### src/rtl/btn_pulse_gen.sv
// Debounced push-button to single-cycle pulse generator with optional auto-repeat.
// A 2-flop synchronizer feeds a five-state FSM that shares one cycle counter.
module btn_pulse_gen #(
    parameter int DEBOUNCE_CYCLES = 4,
    parameter int REPEAT_DELAY    = 10,
    parameter int REPEAT_PERIOD   = 5,
    parameter int REPEAT_EN       = 1,
    parameter int CTR_W           = 16
) (
    input  logic clk,
    input  logic rst,
    input  logic btn_in,
    output logic pulse_out,
    output logic held
);

    localparam logic [CTR_W-1:0] DEB_LAST = CTR_W'(DEBOUNCE_CYCLES - 1);
    localparam logic [CTR_W-1:0] DLY_LAST = CTR_W'(REPEAT_DELAY - 1);
    localparam logic [CTR_W-1:0] PER_LAST = CTR_W'(REPEAT_PERIOD - 1);
    localparam logic [CTR_W-1:0] CNT_ONE  = CTR_W'(1);
    localparam bit               RPT_ON   = (REPEAT_EN != 0);

    typedef enum logic [2:0] {
        IDLE,
        DEB_PRESS,
        HOLD,
        REPEAT,
        DEB_RELEASE
    } state_t;

    logic             sync1_q;
    logic             btn_s_q;
    state_t           state_q;
    logic [CTR_W-1:0] cnt_q;
    logic             pulse_q;
    logic             held_q;

    always_ff @(posedge clk or posedge rst) begin
        if (rst) begin
            sync1_q <= 1'b0;
            btn_s_q <= 1'b0;
        end else begin
            sync1_q <= btn_in;
            btn_s_q <= sync1_q;
        end
    end

    // A falling btn_s is checked first in every accepted state, so a release
    // always wins over a repeat pulse that would fire on the same edge.
    always_ff @(posedge clk or posedge rst) begin
        if (rst) begin
            state_q <= IDLE;
            cnt_q   <= '0;
            pulse_q <= 1'b0;
            held_q  <= 1'b0;
        end else begin
            pulse_q <= 1'b0;
            case (state_q)
                IDLE: begin
                    if (btn_s_q) begin
                        state_q <= DEB_PRESS;
                        cnt_q   <= '0;
                    end
                end
                DEB_PRESS: begin
                    if (!btn_s_q) begin
                        state_q <= IDLE;
                    end else if (cnt_q == DEB_LAST) begin
                        state_q <= HOLD;
                        cnt_q   <= '0;
                        pulse_q <= 1'b1;
                        held_q  <= 1'b1;
                    end else begin
                        cnt_q <= cnt_q + CNT_ONE;
                    end
                end
                HOLD: begin
                    if (!btn_s_q) begin
                        state_q <= DEB_RELEASE;
                        cnt_q   <= '0;
                    end else if (cnt_q == DLY_LAST) begin
                        // Without auto-repeat the counter parks here instead of wrapping.
                        if (RPT_ON) begin
                            state_q <= REPEAT;
                            cnt_q   <= '0;
                            pulse_q <= 1'b1;
                        end
                    end else begin
                        cnt_q <= cnt_q + CNT_ONE;
                    end
                end
                REPEAT: begin
                    if (!btn_s_q) begin
                        state_q <= DEB_RELEASE;
                        cnt_q   <= '0;
                    end else if (cnt_q == PER_LAST) begin
                        cnt_q   <= '0;
                        pulse_q <= 1'b1;
                    end else begin
                        cnt_q <= cnt_q + CNT_ONE;
                    end
                end
                DEB_RELEASE: begin
                    if (btn_s_q) begin
                        state_q <= HOLD;
                        cnt_q   <= '0;
                    end else if (cnt_q == DEB_LAST) begin
                        state_q <= IDLE;
                        cnt_q   <= '0;
                        held_q  <= 1'b0;
                    end else begin
                        cnt_q <= cnt_q + CNT_ONE;
                    end
                end
                default: begin
                    state_q <= IDLE;
                    cnt_q   <= '0;
                    held_q  <= 1'b0;
                end
            endcase
        end
    end

    assign pulse_out = pulse_q;
    assign held      = held_q;

endmodule

### config.mk
export PLATFORM = sky130hd
export DESIGN_NAME = btn_pulse_gen
export DESIGN_NICKNAME = d
export VERILOG_FILES = /design/src/rtl/btn_pulse_gen.sv
export SDC_FILE = /design/constraint.sdc
export NUM_CORES = 1
export LEC_CHECK = 0
export ABC_AREA = 1
export BUFFER_PORTS_ARGS = -buffer_cell sky130_fd_sc_hd__buf_2
export CAP_MARGIN = 10
export CELL_PAD_IN_SITES_DETAIL_PLACEMENT = 1
export CELL_PAD_IN_SITES_GLOBAL_PLACEMENT = 2
export CORE_MARGIN = 2
export CORE_UTILIZATION = 36
export DETAILED_ROUTE_END_ITERATION = 12
export GPL_ROUTABILITY_DRIVEN = 0
export PLACE_DENSITY = 0.81
export RECOVER_POWER = 50
export SLEW_MARGIN = 20
export SYNTH_ARGS = -nofsm -noshare
export SYNTH_HDL_FRONTEND = slang
export SYNTH_SLANG_ARGS = --single-unit
### constraint.sdc
create_clock -name clk -period 1.8 [get_ports clk]
set_input_delay 0.18 -clock clk [delete_from_list [all_inputs] [get_ports clk]]
set_output_delay 0.18 -clock clk [all_outputs]
set_load 0.03 [all_outputs]
==> results of run 1 <==
-- power by group through the flow --
stage / sequential [uW] / clock (uW) / combinational [uW]
5_1_grt: 678 / 366 / 1100
4_1_cts: 662 / 349 / 811
3_3_place_gp: 666 / 0 / 793
6_report: 666 / 332 / 976
2_1_floorplan: 666 / 0 / 609
3_5_place_dp: 673 / 0 / 805
-- stage by stage --
step                instances  instance area [sq um]
global route              278                   1780
global placement          264                   1610
finish                    278                   1780
detailed placement        264                   1610
CTS                       269                   1660
floorplan                 205                   1510
-- how the worst max path moves through the flow --
stage               startpoint          to  depth (start not counted)
floorplan             cnt_q[0]    cnt_q[9]                         12
global placement      cnt_q[0]  state_q[1]                         10
detailed placement    cnt_q[0]   cnt_q[15]                         11
CTS                   cnt_q[0]   cnt_q[15]                         11
global route          cnt_q[0]   cnt_q[14]                         12
finish                cnt_q[0]   cnt_q[15]                         12
-- synth_stat cells --
cell type,instances
xnor2_1,1
nand4_1,7
nor2b_2,1
ha_1,3
nand3_4,1
nor2_2,14
buf_6,2
o22ai_1,1
xor2_1,5
nand2_2,6
buf_12,1
o21ai_1,1
nand3_1,16
nand2_1,50
a31oi_1,1
nor3_1,6
o31ai_1,1
nor2_1,26
nor2_4,3
dfrtp_1,23
inv_2,4
o211ai_1,1
o21ai_0,8
inv_1,23
-- logic make-up (layout without fill, tap and decap cells) --
group | count (synthesis) | after routing | synth area share
buffers and inverters | 30 | 53 | 0.0955
and+or+nand+nor | 130 | 130 | 0.414
AOI/OAI and AO/OA | 13 | 13 | 0.0482
xor gates and xnor gates | 6 | 6 | 0.0349
DFF | 23 | 23 | 0.382
adders and majority gates | 3 | 3 | 0.0249
-- worst register-to-register path, cell delays in order, from the launching register on --
cell     delay (ps)
dfrtp_2         410
buf_4           130
ha_1            140
nand3_1          80
nor2_1          170
nand2_1          80
nand2_1          70
nand2_2          60
inv_2            50
nand2_2          70
nor2_4          160
buf_6           140
nor2_1           40
-- flip-flops by register name (all words and copies together), names as in the netlist --
name,flops
btn_s_q,1
cnt_q,16
held,1
pulse_out,1
state_q,3
sync1_q,1
-- metal layers --
metal,up-vias,track usage,share of wire
met5,-,0,0
met4,0,0.0343,0.0043
met3,2,0.0308,0.015
met2,8,0.290,0.48
met1,656,0.243,0.50
li1,694,-,-
-- final cells by class --
type | count | area [sq um]
flip-flops and latches | 23 | 578
well taps | 50 | 62.6
clock buffers | 3 | 41.3
fillers | 510 | 2220
multi-input cells | 152 | 830
repair buffers | 22 | 166
clock inverters | 1 | 5.00
inverters | 27 | 101
-- what timing repair did --
action / CTS / global route
hold endpoints to repair: 23 / 0
setup buffers: 0 / 9
hold buffers: 1 / 0
resized for setup: 0 / 19
setup endpoints to repair: 0 / 17
==> results by group, run 1 <==
Power and ir drop
  • Clock Power Share: 0.168
  • NetSw: 825 uW
  • Power Density: 1110 nW/um^2
  • VDD IR max: 519 uV
  • Leak: 0.000796 uW
  • Design Power: 1970 uW
  • Reg power frac: 0.338
  • Logic pwr share: 0.494
  • Internal: 1150 uW
  • Sw Share: 0.418

Floorplanning
  • Die Y: 68.7 um
  • Area of the core: 4000 sq um
  • Num rows: 23
  • Io pins: 5
  • Initial Utilization: 0.377
  • Die area: 4720 sq um
  • Horiz. Die Dim: 68.7 um

GRT
  • First-pass GRT wire length: 6220 um
  • Initial antenna violation count: 0
  • GRT Residual Overflow: 0
  • Largest net degree at the start of global routing: 24
  • Overall routing resource usage: 0.176
  • Vias in the first global route: 1346

Final layout
  • Final design utilization: 0.446
  • Synthesis-to-layout area growth: 18.4%
  • Highest-count cells in the layout ignoring fill and taps: nand2_1 (47), nor2_1 (24), inv_1 (21), dfrtp_1 (21), nand3_1 (15)
  • Share of layout cells above drive strength 1: 0.289
  • # diodes: 0
  • Nets: 235
  • Commonest non-fill, non-tap cell in the layout: nand2_1

Route
  • Routed Antenna Nets: 0
  • Vias: 1360
  • DR WL/cell: 13.2 um
  • DRT Pass-1 Iters: 4
  • Total wire length: 3680 um
  • Residual DRC: 0
  • Starting DRT DRC Count: 49
  • DR vias/cell: 4.89

Placement
  • DP Worst Slack: 95.0 ps
  • Final HPWL DP: 2820 um
  • IO buf count: 4

Synth
  • Synthesized net count: 211
  • Syn Std Cell Area: 1510 sq um
  • Top-area cell type share of the netlist area: 0.382
  • YS warnings: 0
  • Post-synthesis sequential element count: 23
  • Post-synthesis sequential area ratio: 0.382
  • Syn Inst Count: 205
  • Mean Syn Cell Area: 7.35 sq um
  • Leading area contributor after synthesis: dfrtp_1
  • Unique masters post-synth: 24
  • Top post-synthesis cells by area: dfrtp_1 (38%), nand2_1 (12%), nor2_1 (6.5%), nor2_2 (5.8%), inv_1 (5.7%)

Worst setup path
  • CP required: 1960 ps
  • Cells along the critical path: buf_4 -> ha_1 -> nand3_1 -> nor2_1 -> nand2_1 -> nand2_1 -> nand2_2 -> inv_2 -> nand2_2 -> nor2_4 -> buf_6 -> nor2_1
  • Worst R2R Start: cnt_q[0]
  • R2R Setup Slk: 80 ps
  • Startpoint Class: flop
  • Crit path buf inv count: 3
  • Register-to-Register Path Depth: 12
  • CP delay by family, top: simple AND/OR/NAND/NOR gates
  • Crit. End Element: flop
  • Slowest cell on crit path: dfrtp_2
  • Crit Path Max Fanout: 5
  • CP max stage delay: 410 ps
  • Arrival time at the worst endpoint: 1880 ps
  • Worst reg2reg endpoint: cnt_q[15]
  • Crit path kind: flop to flop

Worst hold path
  • Worst hold path depth: 1
  • Min-Delay Path Class: input port to flop
  • Min-Delay Endpoint: sync1_q
  • HP Start: btn_in

Clock tree
  • CTS sink cnt: 23
  • Clock-pin transition on the worst setup and hold timing paths: 90 ps
  • Clock Tree Buf Depth: 2
  • H-tree lvl count: 1
  • Worst-Skew Late Latency: 270 ps
  • Clock root buffer: clkbuf_8
  • CTS buffer count: 3
  • CTS tree: done

Run
  • Maxcap violations: 0

Timing
  • Tmin final: 1720 ps
  • Hold slack final: 20.3 ps
  • Slew Viols, Final: 0
  • Worst slew pin tran: 585 ps
  • Final Setup Violations: 0
  • Fin crit share: 0.957
  • Setup tns final: 0 ps
  • Final hold vios: 0
  • Post-route setup slack: 77.3 ps
  • Worst Skew: 11.1 ps
  • Max Fclk: 580 MHz
  • Relative slew slack: 0.610

Run status
  • Outcome: completed
Note: power is estimated with default switching activity, not from simulation.
==> run 2: changes to the inputs <==
--- a/config.mk
+++ b/config.mk
@@ -11,10 +11,11 @@
 export CELL_PAD_IN_SITES_DETAIL_PLACEMENT = 1
 export CELL_PAD_IN_SITES_GLOBAL_PLACEMENT = 2
 export CORE_MARGIN = 2
-export CORE_UTILIZATION = 36
+export CORE_UTILIZATION = 38
+export CTS_BUF_LIST = sky130_fd_sc_hd__clkbuf_16
 export DETAILED_ROUTE_END_ITERATION = 12
 export GPL_ROUTABILITY_DRIVEN = 0
-export PLACE_DENSITY = 0.81
+export PLACE_DENSITY = 0.84
 export RECOVER_POWER = 50
 export SLEW_MARGIN = 20
 export SYNTH_ARGS = -nofsm -noshare
==> constraint.sdc (replaced) <==
create_clock -name clk -period 2.2 [get_ports clk]
set_input_delay 0.22 -clock clk [delete_from_list [all_inputs] [get_ports clk]]
set_output_delay 0.22 -clock clk [all_outputs]
set_load 0.03 [all_outputs]
==> run 2 against run 1 <==
- worst setup slack gained 260 ps
- via count down 5.4%
- clock power rose by 20%
- flip-flop and latch count stayed put
- sequential power shrank 18%
- first-iteration DRC count decreased by 12%
- clock-buffer cell count unchanged
- combinational power fell by 42%
- critical path depth down 2
- routed wire length shrank 5.9%
- register-to-register slack improved by 260 ps
==> results by group, run 2 (synthesized netlist as in run 1, its figures left out) <==
Run status
  • Outcome: completed

Route
  • Residual DRC: 0 (unchanged)
  • DRT Pass-1 Iters: 4 (unchanged)
  • DR vias/cell: 4.97 (+1.5%)
  • Vias: 1286 (-5.4%)
  • Routed Antenna Nets: 0 (unchanged)
  • Starting DRT DRC Count: 43 (-12%)
  • Total wire length: 3460 um (-5.9%)
  • DR WL/cell: 13.4 um (+0.98%)

Floorplanning
  • Die area: 4480 sq um (-5.0%)
  • Horiz. Die Dim: 67.0 um (-2.5%)
  • Die Y: 67.0 um (-2.5%)
  • Initial Utilization: 0.402 (+0.0258)
  • Area of the core: 3740 sq um (-6.4%)
  • Num rows: 22 (-4.3%)
  • Io pins: 5 (unchanged)

Final layout
  • Number of flip-flops in the largest register: 16 (unchanged)
  • Synthesis-to-layout area growth: 8.06%
  • Commonest non-fill, non-tap cell in the layout: nand2_1
  • Reg area: 576 sq um (-0.43%)
  • Nets: 218 (-7.2%)
  • FILL cells: 489 (-4.1%)
  • Register bank with the most flops: cnt_q
  • Top flop regs: cnt_q (16), state_q (3)
  • Highest-count cells in the layout ignoring fill and taps: nand2_1 (50), nor2_1 (26), inv_1 (23), dfrtp_1 (23), nand3_1 (16)
  • # diodes: 0 (unchanged)
  • Multi-input gate area: 787 sq um (-5.1%)
  • Share of layout cells above drive strength 1: 0.175 (-0.114)
  • Fin cells: 259 (-6.8%)

Timing
  • RSZ-0062 raised after global routing: no
  • Fin crit share: 0.848 (-0.109)
  • Final hold vios: 0 (unchanged)
  • Tmin final: 1870 ps (+143 ps)
  • Worst slew pin tran: 1310 ps (+729 ps)
  • Worst Skew: 1.91 ps (-9.21 ps)
  • Final Setup Violations: 0 (unchanged)
  • Setup tns final: 0 ps (unchanged)
  • Max Fclk: 536 MHz (-7.7%)
  • Slew Viols, Final: 0 (unchanged)
  • Relative slew slack: 0.125 (-0.486)

Worst setup path
  • Crit path kind: flop to flop
  • CP required: 2320 ps (+360 ps)
  • Worst R2R Start: cnt_q[0]
  • Crit Path Max Fanout: 14 (+9)
  • Crit. End Element: flop
  • Arrival time at the worst endpoint: 1990 ps (+110 ps)
  • Startpoint Class: flop
  • Setup crit start: cnt_q[0]

GRT
  • GRT Residual Overflow: 0 (unchanged)
  • Largest net degree at the start of global routing: 24 (unchanged)
  • Vias in the first global route: 1361 (+1.1%)
  • Overall routing resource usage: 0.180 (+0.00469)
  • First-pass GRT wire length: 6130 um (-1.3%)
  • Initial antenna violation count: 0 (unchanged)

Placement
  • IO buf count: 4 (unchanged)
  • Inst Count DP: 255 (-3.4%)
  • Final HPWL DP: 2670 um (-5.3%)

Worst hold path
  • Min-Delay Path Class: input port to flop
  • HP Start: btn_in

Clock tree
  • Post-cts sizing count: 0 (unchanged)
  • CTS tree: done
  • Worst-Skew Late Latency: 250 ps (-20 ps)
  • Clock root buffer: clkbuf_16
  • CTS buffer count: 3 (unchanged)
  • Clock Tree Buf Depth: 2 (unchanged)
  • CTS Hold Bufs: 0 (-1)
  • Clock-pin transition on the worst setup and hold timing paths: 60 ps (-30 ps)
  • H-tree lvl count: 1 (unchanged)
  • CTS sink cnt: 23 (unchanged)
  • Post-CTS setup buffer count: 0 (unchanged)

Power and ir drop
  • Power Density: 929 nW/um^2 (-16%)
  • Sw Share: 0.420 (+0.00179)
  • VDD IR max: 316 uV (-39%)
  • Reg power frac: 0.362 (+0.024)
  • Internal: 877 uW (-24%)
  • Design Power: 1510 uW (-23%)
  • Clock Power Share: 0.263 (+0.095)
  • NetSw: 634 uW (-23%)
  • Leak: 0.000723 uW (-9.2%)
  • Logic pwr share: 0.375 (-0.119)

Run
  • Maxcap violations: 0 (unchanged)
==> run 2: changes by cell type in the layout (fill, tap and decap cells not counted), sizes merged <==
cell | previous run | this run
buf | 20 | 4
dlygate4sd3 | 1 | 0
==> run 2: worst paths after layout <==
kind | endpoint | slack, ps | cells past startpoint
worst max-delay path | cnt_q[3] | 330 | 10
worst min-delay path | sync1_q | 70 | 1
worst max register to register | cnt_q[3] | 330 | 10
worst min register to register | btn_s_q | 360 | 0
max in group asynchronous | pulse_out | 1030 | 3
min in group asynchronous | held | 390 | 3
==> run 2: cell type report <==
class / count / area share
Clock buffer: 3 / 0.0461
Clock inverter: 1 / 0.00307
Inverter: 27 / 0.0623
Multi-Input combinational cell: 152 / 0.483
Sequential cell: 23 / 0.354
Tap cell: 48 / 0.0369
Timing Repair Buffer: 5 / 0.0146
==> run 2: critical path, cell delays in order (launching register included) <==
cell and delay, ps:
dfrtp_1 430, ha_1 250, nand2_1 80, nor2_2 110
nand2_2 110, nand2_1 80, nand2_1 60, inv_1 60
nand2_2 80, nor2_4 380, nor2_1 90
==> run 2: stage by stage <==
step | setup WS, ps | utilization | instance area (sq um) | hold WS [ps]
after floorplan | 683 | - | 1510 | 222
after global placement | 370 | 0.414 | 1550 | 276
after detailed placement | 316 | 0.414 | 1550 | 297
after CTS | 297 | 0.436 | 1630 | 21.1
after global routing | 149 | 0.435 | 1630 | 60.9
final | 334 | 0.435 | 1630 | 66.6
==> run 2: routing by layer <==
metal	routed length (um)	up-vias	part of all wire	track usage
met3	63	6	0.018	0.0338
met5	0	-	0	0
met1	1560	614	0.45	0.215
met2	1780	8	0.52	0.326
li1	-	658	-	-
met4	55	0	0.016	0.0536
==> run 2: power by group through the flow <==
stage | clock network, uW | logic (uW) | registers (uW)
finish | 398 | 566 | 547
global route | 438 | 646 | 555
CTS | 418 | 575 | 547
detailed placement | 0 | 575 | 554
global placement | 0 | 564 | 548
floorplan | 0 | 498 | 545
